File: config.mk
export PLATFORM = sky130hd
export DESIGN_NAME = idma_obi_rw_arbiter
export DESIGN_NICKNAME = d
export VERILOG_FILES = /design/src/rtl/idma_obi_rw_arbiter.sv
export SDC_FILE = /design/constraint.sdc
export NUM_CORES = 1
export LEC_CHECK = 0
export CAP_MARGIN = 20
export CORE_AREA = 3 3 112 114
export DETAILED_ROUTE_END_ITERATION = 8
export DIE_AREA = 0 0 115 117
export MAX_ROUTING_LAYER = met4
export PLACE_DENSITY = 0.59
export SYNTH_ARGS = -nofsm -noshare
export SYNTH_HDL_FRONTEND = slang
export SYNTH_SLANG_ARGS = --single-unit
File: constraint.sdc
create_clock -name clk_i -period 3.12 [get_ports clk_i]
set_clock_uncertainty 0.2 [all_clocks]
set_input_delay 0.312 -clock clk_i [delete_from_list [all_inputs] [get_ports clk_i]]
set_output_delay 0.312 -clock clk_i [all_outputs]
set_load 0.01 [all_outputs]
File: src/rtl/idma_obi_rw_arbiter.sv
// Shares one OBI manager port between the iDMA read and write channels.
// Round-robin A-channel arbitration with grant lock; in-order tracker routes R responses.
module idma_obi_rw_arbiter #(
    parameter int unsigned DataWidth      = 32,
    parameter int unsigned MaxOutstanding = 4,
    parameter type         obi_a_chan_t   = logic [32+1+DataWidth/8+DataWidth-1:0],
    localparam int unsigned CntW          = $clog2(MaxOutstanding + 1),
    localparam int unsigned PtrW          = (MaxOutstanding > 1) ? $clog2(MaxOutstanding) : 1
) (
    input  logic                 clk_i,
    input  logic                 rst_ni,
    input  obi_a_chan_t          rd_a_i,
    input  logic                 rd_a_req_i,
    output logic                 rd_a_gnt_o,
    output logic [DataWidth-1:0] rd_r_rdata_o,
    output logic                 rd_r_valid_o,
    input  logic                 rd_r_ready_i,
    input  obi_a_chan_t          wr_a_i,
    input  logic                 wr_a_req_i,
    output logic                 wr_a_gnt_o,
    output logic                 wr_r_valid_o,
    input  logic                 wr_r_ready_i,
    output obi_a_chan_t          obi_a_o,
    output logic                 obi_a_req_o,
    input  logic                 obi_a_gnt_i,
    input  logic [DataWidth-1:0] obi_r_rdata_i,
    input  logic                 obi_r_valid_i,
    output logic                 obi_r_ready_o,
    output logic [CntW-1:0]      outstanding_o,
    output logic                 busy_o,
    output logic                 err_o
);

    logic                      r_lock;
    logic                      r_lock_wr;
    logic                      r_prio_wr;
    logic                      r_err;
    logic [CntW-1:0]           r_count;
    logic [PtrW-1:0]           r_wptr;
    logic [PtrW-1:0]           r_rptr;
    logic [MaxOutstanding-1:0] r_src;

    logic w_full;
    logic w_empty;
    logic w_sel_wr;
    logic w_sel_req;
    logic w_push;
    logic w_pop;
    logic w_head_wr;

    function automatic logic [PtrW-1:0] ptr_inc(input logic [PtrW-1:0] p);
        return (p == PtrW'(MaxOutstanding - 1)) ? '0 : p + PtrW'(1);
    endfunction

    always_comb begin
        w_full  = (r_count == CntW'(MaxOutstanding));
        w_empty = (r_count == '0);

        // A stalled request keeps its channel until granted, regardless of priority.
        if (r_lock)                      w_sel_wr = r_lock_wr;
        else if (rd_a_req_i && wr_a_req_i) w_sel_wr = r_prio_wr;
        else                             w_sel_wr = wr_a_req_i;

        w_sel_req   = w_sel_wr ? wr_a_req_i : rd_a_req_i;
        obi_a_req_o = w_sel_req & ~w_full;
        obi_a_o     = w_sel_wr ? wr_a_i : rd_a_i;
        rd_a_gnt_o  = obi_a_req_o & ~w_sel_wr & obi_a_gnt_i;
        wr_a_gnt_o  = obi_a_req_o &  w_sel_wr & obi_a_gnt_i;
        w_push      = obi_a_req_o & obi_a_gnt_i;

        w_head_wr     = r_src[r_rptr];
        obi_r_ready_o = ~w_empty & (w_head_wr ? wr_r_ready_i : rd_r_ready_i);
        rd_r_valid_o  = obi_r_valid_i & ~w_empty & ~w_head_wr;
        wr_r_valid_o  = obi_r_valid_i & ~w_empty &  w_head_wr;
        rd_r_rdata_o  = obi_r_rdata_i;
        w_pop         = obi_r_valid_i & obi_r_ready_o;

        outstanding_o = r_count;
        busy_o        = ~w_empty | rd_a_req_i | wr_a_req_i;
        err_o         = r_err;
    end

    always_ff @(posedge clk_i or negedge rst_ni) begin
        if (!rst_ni) begin
            r_lock    <= 1'b0;
            r_lock_wr <= 1'b0;
            r_prio_wr <= 1'b0;
            r_err     <= 1'b0;
            r_count   <= '0;
            r_wptr    <= '0;
            r_rptr    <= '0;
            r_src     <= '0;
        end else begin
            r_lock <= obi_a_req_o & ~obi_a_gnt_i;
            if (obi_a_req_o && !obi_a_gnt_i) r_lock_wr <= w_sel_wr;

            if (w_push) begin
                r_src[r_wptr] <= w_sel_wr;
                r_wptr        <= ptr_inc(r_wptr);
                r_prio_wr     <= ~w_sel_wr;
            end
            if (w_pop) r_rptr <= ptr_inc(r_rptr);

            case ({w_push, w_pop})
                2'b10:   r_count <= r_count + CntW'(1);
                2'b01:   r_count <= r_count - CntW'(1);
                default: r_count <= r_count;
            endcase

            // A response with nothing outstanding is a protocol error; sticky until reset.
            if (obi_r_valid_i && w_empty) r_err <= 1'b1;
        end
    end

endmodule

==> parameters.txt, run 1 <==
Parameter                              Value

Pwr
  P_leak ... 1.60 nW
  Combinational Power Share ... 0.729
  Ratio of total power to cell area ... 551 nW/um^2
  Reported net switching power ... 0.793 mW
  Clock network fraction of total power ... 0.109
  Maximum resistive drop on vdd ... 0.000216 V
  Internal power summed over all cells ... 1.51 mW
  Sw Ratio ... 0.345
  Part of the total power dissipated in sequential elements ... 0.162

Place
  GPL Wtd Cong ... 0.685
  Place WS ... 163 ps
  Post-DP HPWL ... 8.49 mm
  Buffers added on ports ... 225
  Cell Area, Placed ... 4090 um^2

Final layout
  Final core utilization ... 0.362
  Number of fill cells ... 1,185
  Area of all sequential standard cells ... 375 um^2
  Post-route cell area ... 4170 um^2
  # nets final ... 560
  Multi-input gate area in the final layout ... 1210 um^2
  Layout-stage area growth over the synthesis result ... 122%
  Ratio of cells with drive above 1 in the final layout ... 0.225

Worst setup path
  Endpoint of the worst register-to-register path ... outstanding_o[2]$_DFFE_PN0P_
  Cell type group with the largest total delay on the critical path ... buffers and inverters
  Slowest cell delay on critical path ... 530 ps
  Largest fanout on the critical path ... 32
  Critical path's most frequent cell ... clkdlybuf4s50_1
  Stages on the worst setup path ... 6
  Required time at the worst-slack endpoint ... 2610 ps
  Depth of the most critical reg-to-reg path ... 9
  Flop2flop setup slack ... 430 ps
  Kind of start point of the critical path ... primary input
  Critical path's slowest cell ... clkdlybuf4s50_1
  CP Launch Point ... wr_a_req_i
  Arr. time, crit path ... 2410 ps
  Crit Reg-Reg Startpoint ... r_rptr[0]$_DFFE_PN0P_
  Kind of critical path ... in -> out
  Kind of capture point of the worst setup path ... output pin
  Critical-path cell list ... clkdlybuf4s50_1 -> nand2b_1 -> o21ai_4 -> buf_12 -> mux2_2 -> clkdlybuf4s50_1
  Crit path buf inv count ... 3

Yosys
  Part of the Yosys area used for sequential elements ... 0.200
  Yosys Warn Count ... 0
  Share of flip-flops with an asynchronous set or reset ... 1.00
  Total of flip-flops plus latches after synthesis ... 15
  Count of flip-flops with a built-in enable after synthesis ... 0
  Cell count after synthesis ... 182
  Synth unique cells ... 27
  Area share of fa/ha/maj cells after synthesis ... 0.0506
  Top flip-flop cell by instance count after synthesis ... dfrtp_1
  Synth Net Count ... 367
  Xor-xnor portion of the synthesized cell area ... 0.0140
  Area leader, netlist ... mux2_2
  Multiplexer fraction of the synthesized cell area ... 0.478
  Fraction of the mapped netlist area in compound gates ... 0.0313
  Combinational family with the most area after synthesis ... multiplexers
  Mean cell area of the mapped netlist ... 10.3 um^2
  Summed instance area of the synthesized netlist ... 1880 um^2
  Fraction of the mapped netlist area in simple logic gates ... 0.0646
  Main area contributors after synthesis ... mux2_2 44%, dfrtp_1 20%, buf_4 13%
  Share of the synthesized area in the top cell type ... 0.444

Clocking
  Cell at the root of the clock tree ... clkbuf_16
  Number of buffers created by CTS ... 3
  Clock tree from TritonCTS ... yes
  Clock Path Buffers ... 2
  Clock-pin slew of the registers on the worst-case setup and hold paths ... 50 ps
  Number of post-CTS setup repair buffers ... 0
  Total number of clock tree sinks ... 15
  H-tree depth ... 1
  Number of gates resized after CTS ... 0
  Clock latency reported for the late side of the worst-skew pair ... 240 ps
  Number of buffers inserted for hold repair after clock tree synthesis ... 0

Min path
  Hold Path Sink ... err_o$_DFFE_PN0P_
  Startpoint of the tightest hold check path ... err_o$_DFFE_PN0P_
  Number of stages on the worst hold path ... 1
  Hold/Removal Path Class ... reg -> reg

Timing
  Peak clock frequency supported by timing ... 342 MHz
  Finish-stage setup viols ... 0
  Time the worst path needs with I/O delays and setup ... 2920 ps
  Final Slew Violations ... 0
  Worst slew margin ... 0.533
  Final worst path period share ... 0.937
  RSZ-0062 raised after global routing ... no
  Post-layout worst setup margin ... 197 ps
  Sum Neg Setup Slack ... 0 ps
  Transition time at the pin with the least slew margin ... 699 ps
  Number of failing hold endpoints at the final stage ... 0

Global routing
  Grt total ovfl ... 0
  Largest net degree at the start of global routing ... 42
  Wire length of the first global-routing pass ... 13.1 mm
  Initial antenna violation count ... 1
  GRT Total Usage ... 0.131
  Number of global-route vias before repair ... 2,206

Route
  Detail-routed net length per standard cell ... 18.7 um
  Via density ... 3.99
  Total vias in the final route ... 2,066
  Post-DRT Antenna Nets ... 0
  Initial DRC count ... 32
  Wirelength, routed ... 9.66 mm
  Remaining routing DRC violations ... 0
  TritonRoute pass-1 iters ... 2

Floorplan
  Die area ... 13,500 um^2
  Starting density of the core ... 0.163
  Die Wd ... 115 um
  Core region area ... 11,500 um^2
  Die Span Y ... 117 um
  Count of standard-cell rows ... 39
  Top-level I/O count ... 290

Job
  Max-cap violations ... 0

Outcome
  Status ... complete, no violations
## sequential cells by signal (all words and copies together) (netlist names)
| register | count |
|---|---|
| r_rptr | 2 |
| r_wptr | 2 |
| outstanding_o | 3 |
| r_src | 4 |
| r_lock_wr | 1 |
| r_prio_wr | 1 |
| err_o | 1 |
| r_lock | 1 |
## stage by stage
stage	hold WS [ps]	std cells	power, mW
after detailed placement	249	513	2.07
after global placement	244	513	2.05
after CTS	260	517	2.34
final	254	518	2.30
after floorplan	-184	182	1.23
after global routing	270	518	2.46
## worst max path at each step
stage | to | slack, ps
after detailed placement | obi_a_o[58] | 160
after global routing | obi_a_o[58] | 90
after CTS | obi_a_o[58] | 150
final | obi_a_o[58] | 200
after global placement | obi_a_o[58] | 180
after floorplan | outstanding_o[2]$_DFFE_PN0P_ | 610
## cell usage after synthesis, types with 2 or more instances
| cell | n |
|---|---|
| xor2_1 | 2 |
| inv_1 | 6 |
| ha_1 | 6 |
| buf_2 | 8 |
| dfrtp_1 | 15 |
| or3b_2 | 2 |
| nor2_1 | 6 |
| a21o_1 | 2 |
| o21ai_0 | 2 |
| mux2_2 | 74 |
| nand2_1 | 7 |
| or3_1 | 3 |
| nor2b_1 | 2 |
| mux2i_1 | 2 |
| mux2_1 | 2 |
| buf_4 | 32 |
## power by group through the flow
stage                     logic (mW)  registers (mW)  clock network, mW
after floorplan                0.865           0.364                  0
after global placement          1.68           0.371                  0
after detailed placement        1.70           0.375                  0
after CTS                       1.71           0.373              0.254
after global routing            1.81           0.385              0.265
final                           1.68           0.373              0.250
## worst reg2reg max path, stage by stage, from the launching register on
cell and delay (ps):
dfrtp_1 390, mux4_2 560, mux2i_1 170, nor2_1 230
ha_1 230, inv_1 60, fa_1 370, xor2_1 150
nor2_1 110, xor2_1 140
## layout by cell type, fill, tap and decap left out, types with 3 or more instances in the layout
cell type / instances
dfrtp_1: 15
clkdlybuf4s50_1: 225
or3_1: 3
nand2_1: 7
mux2_2: 74
ha_1: 6
nor2_1: 6
clkbuf_16: 3
inv_1: 6
## cells by family (layout without fill, tap and decap cells)
group,count (synthesis),after routing
XOR/XNOR,3,3
buffers and inverters,46,238
flip-flops,15,15
AO/OA/AOI/OAI,8,8
AND/OR/NAND/NOR,24,24
adder cells (fa/ha/maj),7,7
other,0,1
multiplexers,79,79
## routing by layer
metal / wire length (um) / GRT usage / vias up
met4: 13 / 0.0102 / 0
met2: 4830 / 0.212 / 123
met3: 851 / 0.0401 / 6
met1: 3970 / 0.168 / 943
met5: 0 / - / -
li1: - / - / 994
## cell type report
class                           count  area share
Multi-Input combinational cell    121       0.291
Clock buffer                        4      0.0189
Inverter                            6     0.00540
Timing Repair Buffer              228       0.552
Antenna cell                        1    0.000600
Tap cell                          143      0.0429
Sequential cell                    15      0.0900
Power figures use the tool's default switching activity.
==> inputs of run 2 (changes only) <==
--- a/config.mk
+++ b/config.mk
@@ -6,9 +6,9 @@
 export NUM_CORES = 1
 export LEC_CHECK = 0
 export CAP_MARGIN = 20
-export CORE_AREA = 3 3 112 114
+export CORE_AREA = 2 2 111 113
 export DETAILED_ROUTE_END_ITERATION = 8
-export DIE_AREA = 0 0 115 117
+export DIE_AREA = 0 0 113 115
 export MAX_ROUTING_LAYER = met4
 export PLACE_DENSITY = 0.59
 export SYNTH_ARGS = -nofsm -noshare
==> parameters.txt, run 2 (synthesis gave the netlist of run 1 again) <==
Parameter                              Value

Min path
  Hold/Removal Path Class ... reg -> reg
  Number of stages on the worst hold path ... 1 (unchanged)

Final layout
  Leading cell type in the layout, fill and taps excluded ... clkdlybuf4s50_1
  Final core utilization ... 0.353 (-0.00863)
  Max reg flops ... 4 (unchanged)
  # nets final ... 560 (unchanged)
  Register ranked first by flip-flop count ... r_src
  Layout-stage area growth over the synthesis result ... 122%
  Most frequent cells in the layout ... 225 x clkdlybuf4s50_1, 74 x mux2_2, 15 x dfrtp_1, 7 x nand2_1
  Number of fill cells ... 1,195 (+0.84%)
  Ratio of cells with drive above 1 in the final layout ... 0.225 (unchanged)

Timing
  Number of failing hold endpoints at the final stage ... 0 (unchanged)
  Final worst path period share ... 0.905 (-0.0321)
  Sum Neg Setup Slack ... 0 ps (unchanged)
  Final Slew Violations ... 0 (unchanged)
  Finish-stage setup viols ... 0 (unchanged)
  Transition time at the pin with the least slew margin ... 669 ps (-30.1 ps)
  Hold_ws ... 273 ps (+18.7 ps)
  Worst slew margin ... 0.553 (+0.0201)
  RSZ-0062 raised after global routing ... no
  Peak clock frequency supported by timing ... 354 MHz (+3.5%)
  Time the worst path needs with I/O delays and setup ... 2820 ps (-100 ps)

Worst setup path
  Largest fanout on the critical path ... 41 (+28%)
  Depth of the most critical reg-to-reg path ... 9 (unchanged)
  Arr. time, crit path ... 2310 ps (-100 ps)
  Kind of start point of the critical path ... primary input
  Kind of critical path ... in -> out
  Kind of capture point of the worst setup path ... output pin
  Required time at the worst-slack endpoint ... 2610 ps (about the same)

Route
  Via density ... 4.05 (+1.5%)
  Wirelength, routed ... 8.32 mm (-14%)
  Initial DRC count ... 75 (+130%)
  Post-DRT Antenna Nets ... 0 (unchanged)
  Total vias in the final route ... 2,113 (+2.3%)
  Remaining routing DRC violations ... 18 (+18)
  TritonRoute pass-1 iters ... 8 (+6)
  Detail-routed net length per standard cell ... 15.9 um (-15%)

Place
  GPL Wtd Cong ... 0.790 (+15%)
  Buffers added on ports ... 225 (unchanged)
  Post-DP HPWL ... 7.24 mm (-15%)

Pwr
  P_leak ... 1.60 nW (unchanged)
  Maximum resistive drop on vdd ... 0.000229 V (+6.3%)
  Ratio of total power to cell area ... 546 nW/um^2 (-1.0%)

Global routing
  Initial antenna violation count ... 1 (unchanged)
  GRT Total Usage ... 0.115 (-0.0156)
  Largest net degree at the start of global routing ... 42 (unchanged)
  Wire length of the first global-routing pass ... 11.3 mm (-13%)
  Grt total ovfl ... 0 (unchanged)
  Number of global-route vias before repair ... 2,133 (-3.3%)

Floorplan
  Die Wd ... 113 um (-1.7%)
  Starting density of the core ... 0.159 (-0.00408)
  Core region area ... 11,800 um^2 (+2.6%)
  Die area ... 13,000 um^2 (-3.4%)
  Die Span Y ... 115 um (-1.7%)
  Count of standard-cell rows ... 40 (+2.6%)
  Top-level I/O count ... 290 (unchanged)

Clocking
  H-tree depth ... 1 (unchanged)
  Number of buffers inserted for hold repair after clock tree synthesis ... 0 (unchanged)
  Cell at the root of the clock tree ... clkbuf_16
  Number of post-CTS setup repair buffers ... 0 (unchanged)
  Number of buffers created by CTS ... 3 (unchanged)
  Clock latency reported for the late side of the worst-skew pair ... 240 ps (about the same)
  Clock-pin slew of the registers on the worst-case setup and hold paths ... 50 ps (about the same)
  Number of gates resized after CTS ... 0 (unchanged)
  Clock Path Buffers ... 2 (unchanged)
  Total number of clock tree sinks ... 15 (unchanged)
  Clock tree from TritonCTS ... yes

Outcome
  Failing checks ... design-rule violations
  Status ... complete, but fails checks

Job
  Max-cap violations ... 0 (unchanged)
[run 2: metal layers]
metal,vias to the layer above,GRT usage,part of all wire
li1,996,-,-
met1,961,0.133,0.37
met2,144,0.190,0.49
met3,12,0.0390,0.11
met4,0,0.0366,0.024
met5,-,-,0
[run 2: area by class of cell]
type	instances	area, um^2	share of cell area
clock buffer	4	78.8	0.0189
sequential	15	375	0.0899
timing repair buffer	228	2300	0.551
tap	147	184	0.0441
antenna	1	2.50	0.000600
inverter	6	22.5	0.00540
multi-input combinational	121	1210	0.290
[run 2: worst paths after layout]
check / from / endpoint / slack (ps)
worst min-delay path: err_o$_DFFE_PN0P_ / err_o$_DFFE_PN0P_ / 270
max in group asynchronous: rst_ni / r_src[1]$_DFFE_PN0P_ / 2010
worst min register to register: err_o$_DFFE_PN0P_ / err_o$_DFFE_PN0P_ / 270
worst max-delay path: wr_a_req_i / obi_a_o[64] / 300
worst max register to register: r_rptr[0]$_DFFE_PN0P_ / outstanding_o[2]$_DFFE_PN0P_ / 400
min in group asynchronous: rst_ni / err_o$_DFFE_PN0P_ / 280
[run 2: power by group]
group          switching, mW  internal, mW
sequential            0.0832         0.290
clock                 0.0748         0.173
combinational          0.617          1.04
[run 2: worst max-delay path, stage by stage]
cell and delay (ps):
clkdlybuf4s50_1 520, nand2b_1 110, o21ai_4 230, buf_12 250
mux2_2 360, clkdlybuf4s50_1 500
[run 2: through the flow]
| stage | instances | instance area, um^2 | power, mW | worst slack (ps) |
|---|---|---|---|---|
| 4_1_cts | 521 | 4170 | 2.31 | 281 |
| 3_3_place_gp | 517 | 4090 | 2.03 | 311 |
| 6_report | 522 | 4170 | 2.28 | 297 |
| 2_1_floorplan | 182 | 1880 | 1.23 | 611 |
| 3_5_place_dp | 517 | 4090 | 2.05 | 270 |
| 5_1_grt | 522 | 4170 | 2.44 | 161 |
==> inputs of run 3 (changes only) <==
--- a/config.mk
+++ b/config.mk
@@ -5,12 +5,14 @@
 export SDC_FILE = /design/constraint.sdc
 export NUM_CORES = 1
 export LEC_CHECK = 0
+export ABC_CLOCK_PERIOD_IN_PS = 3120
 export CAP_MARGIN = 20
 export CORE_AREA = 2 2 111 113
 export DETAILED_ROUTE_END_ITERATION = 8
 export DIE_AREA = 0 0 113 115
 export MAX_ROUTING_LAYER = met4
 export PLACE_DENSITY = 0.59
+export SETUP_SLACK_MARGIN = 0.1
 export SYNTH_ARGS = -nofsm -noshare
 export SYNTH_HDL_FRONTEND = slang
 export SYNTH_SLANG_ARGS = --single-unit
==> results of run 3 <==
The final DEF is identical to that of run 2; final timing and power are the same.
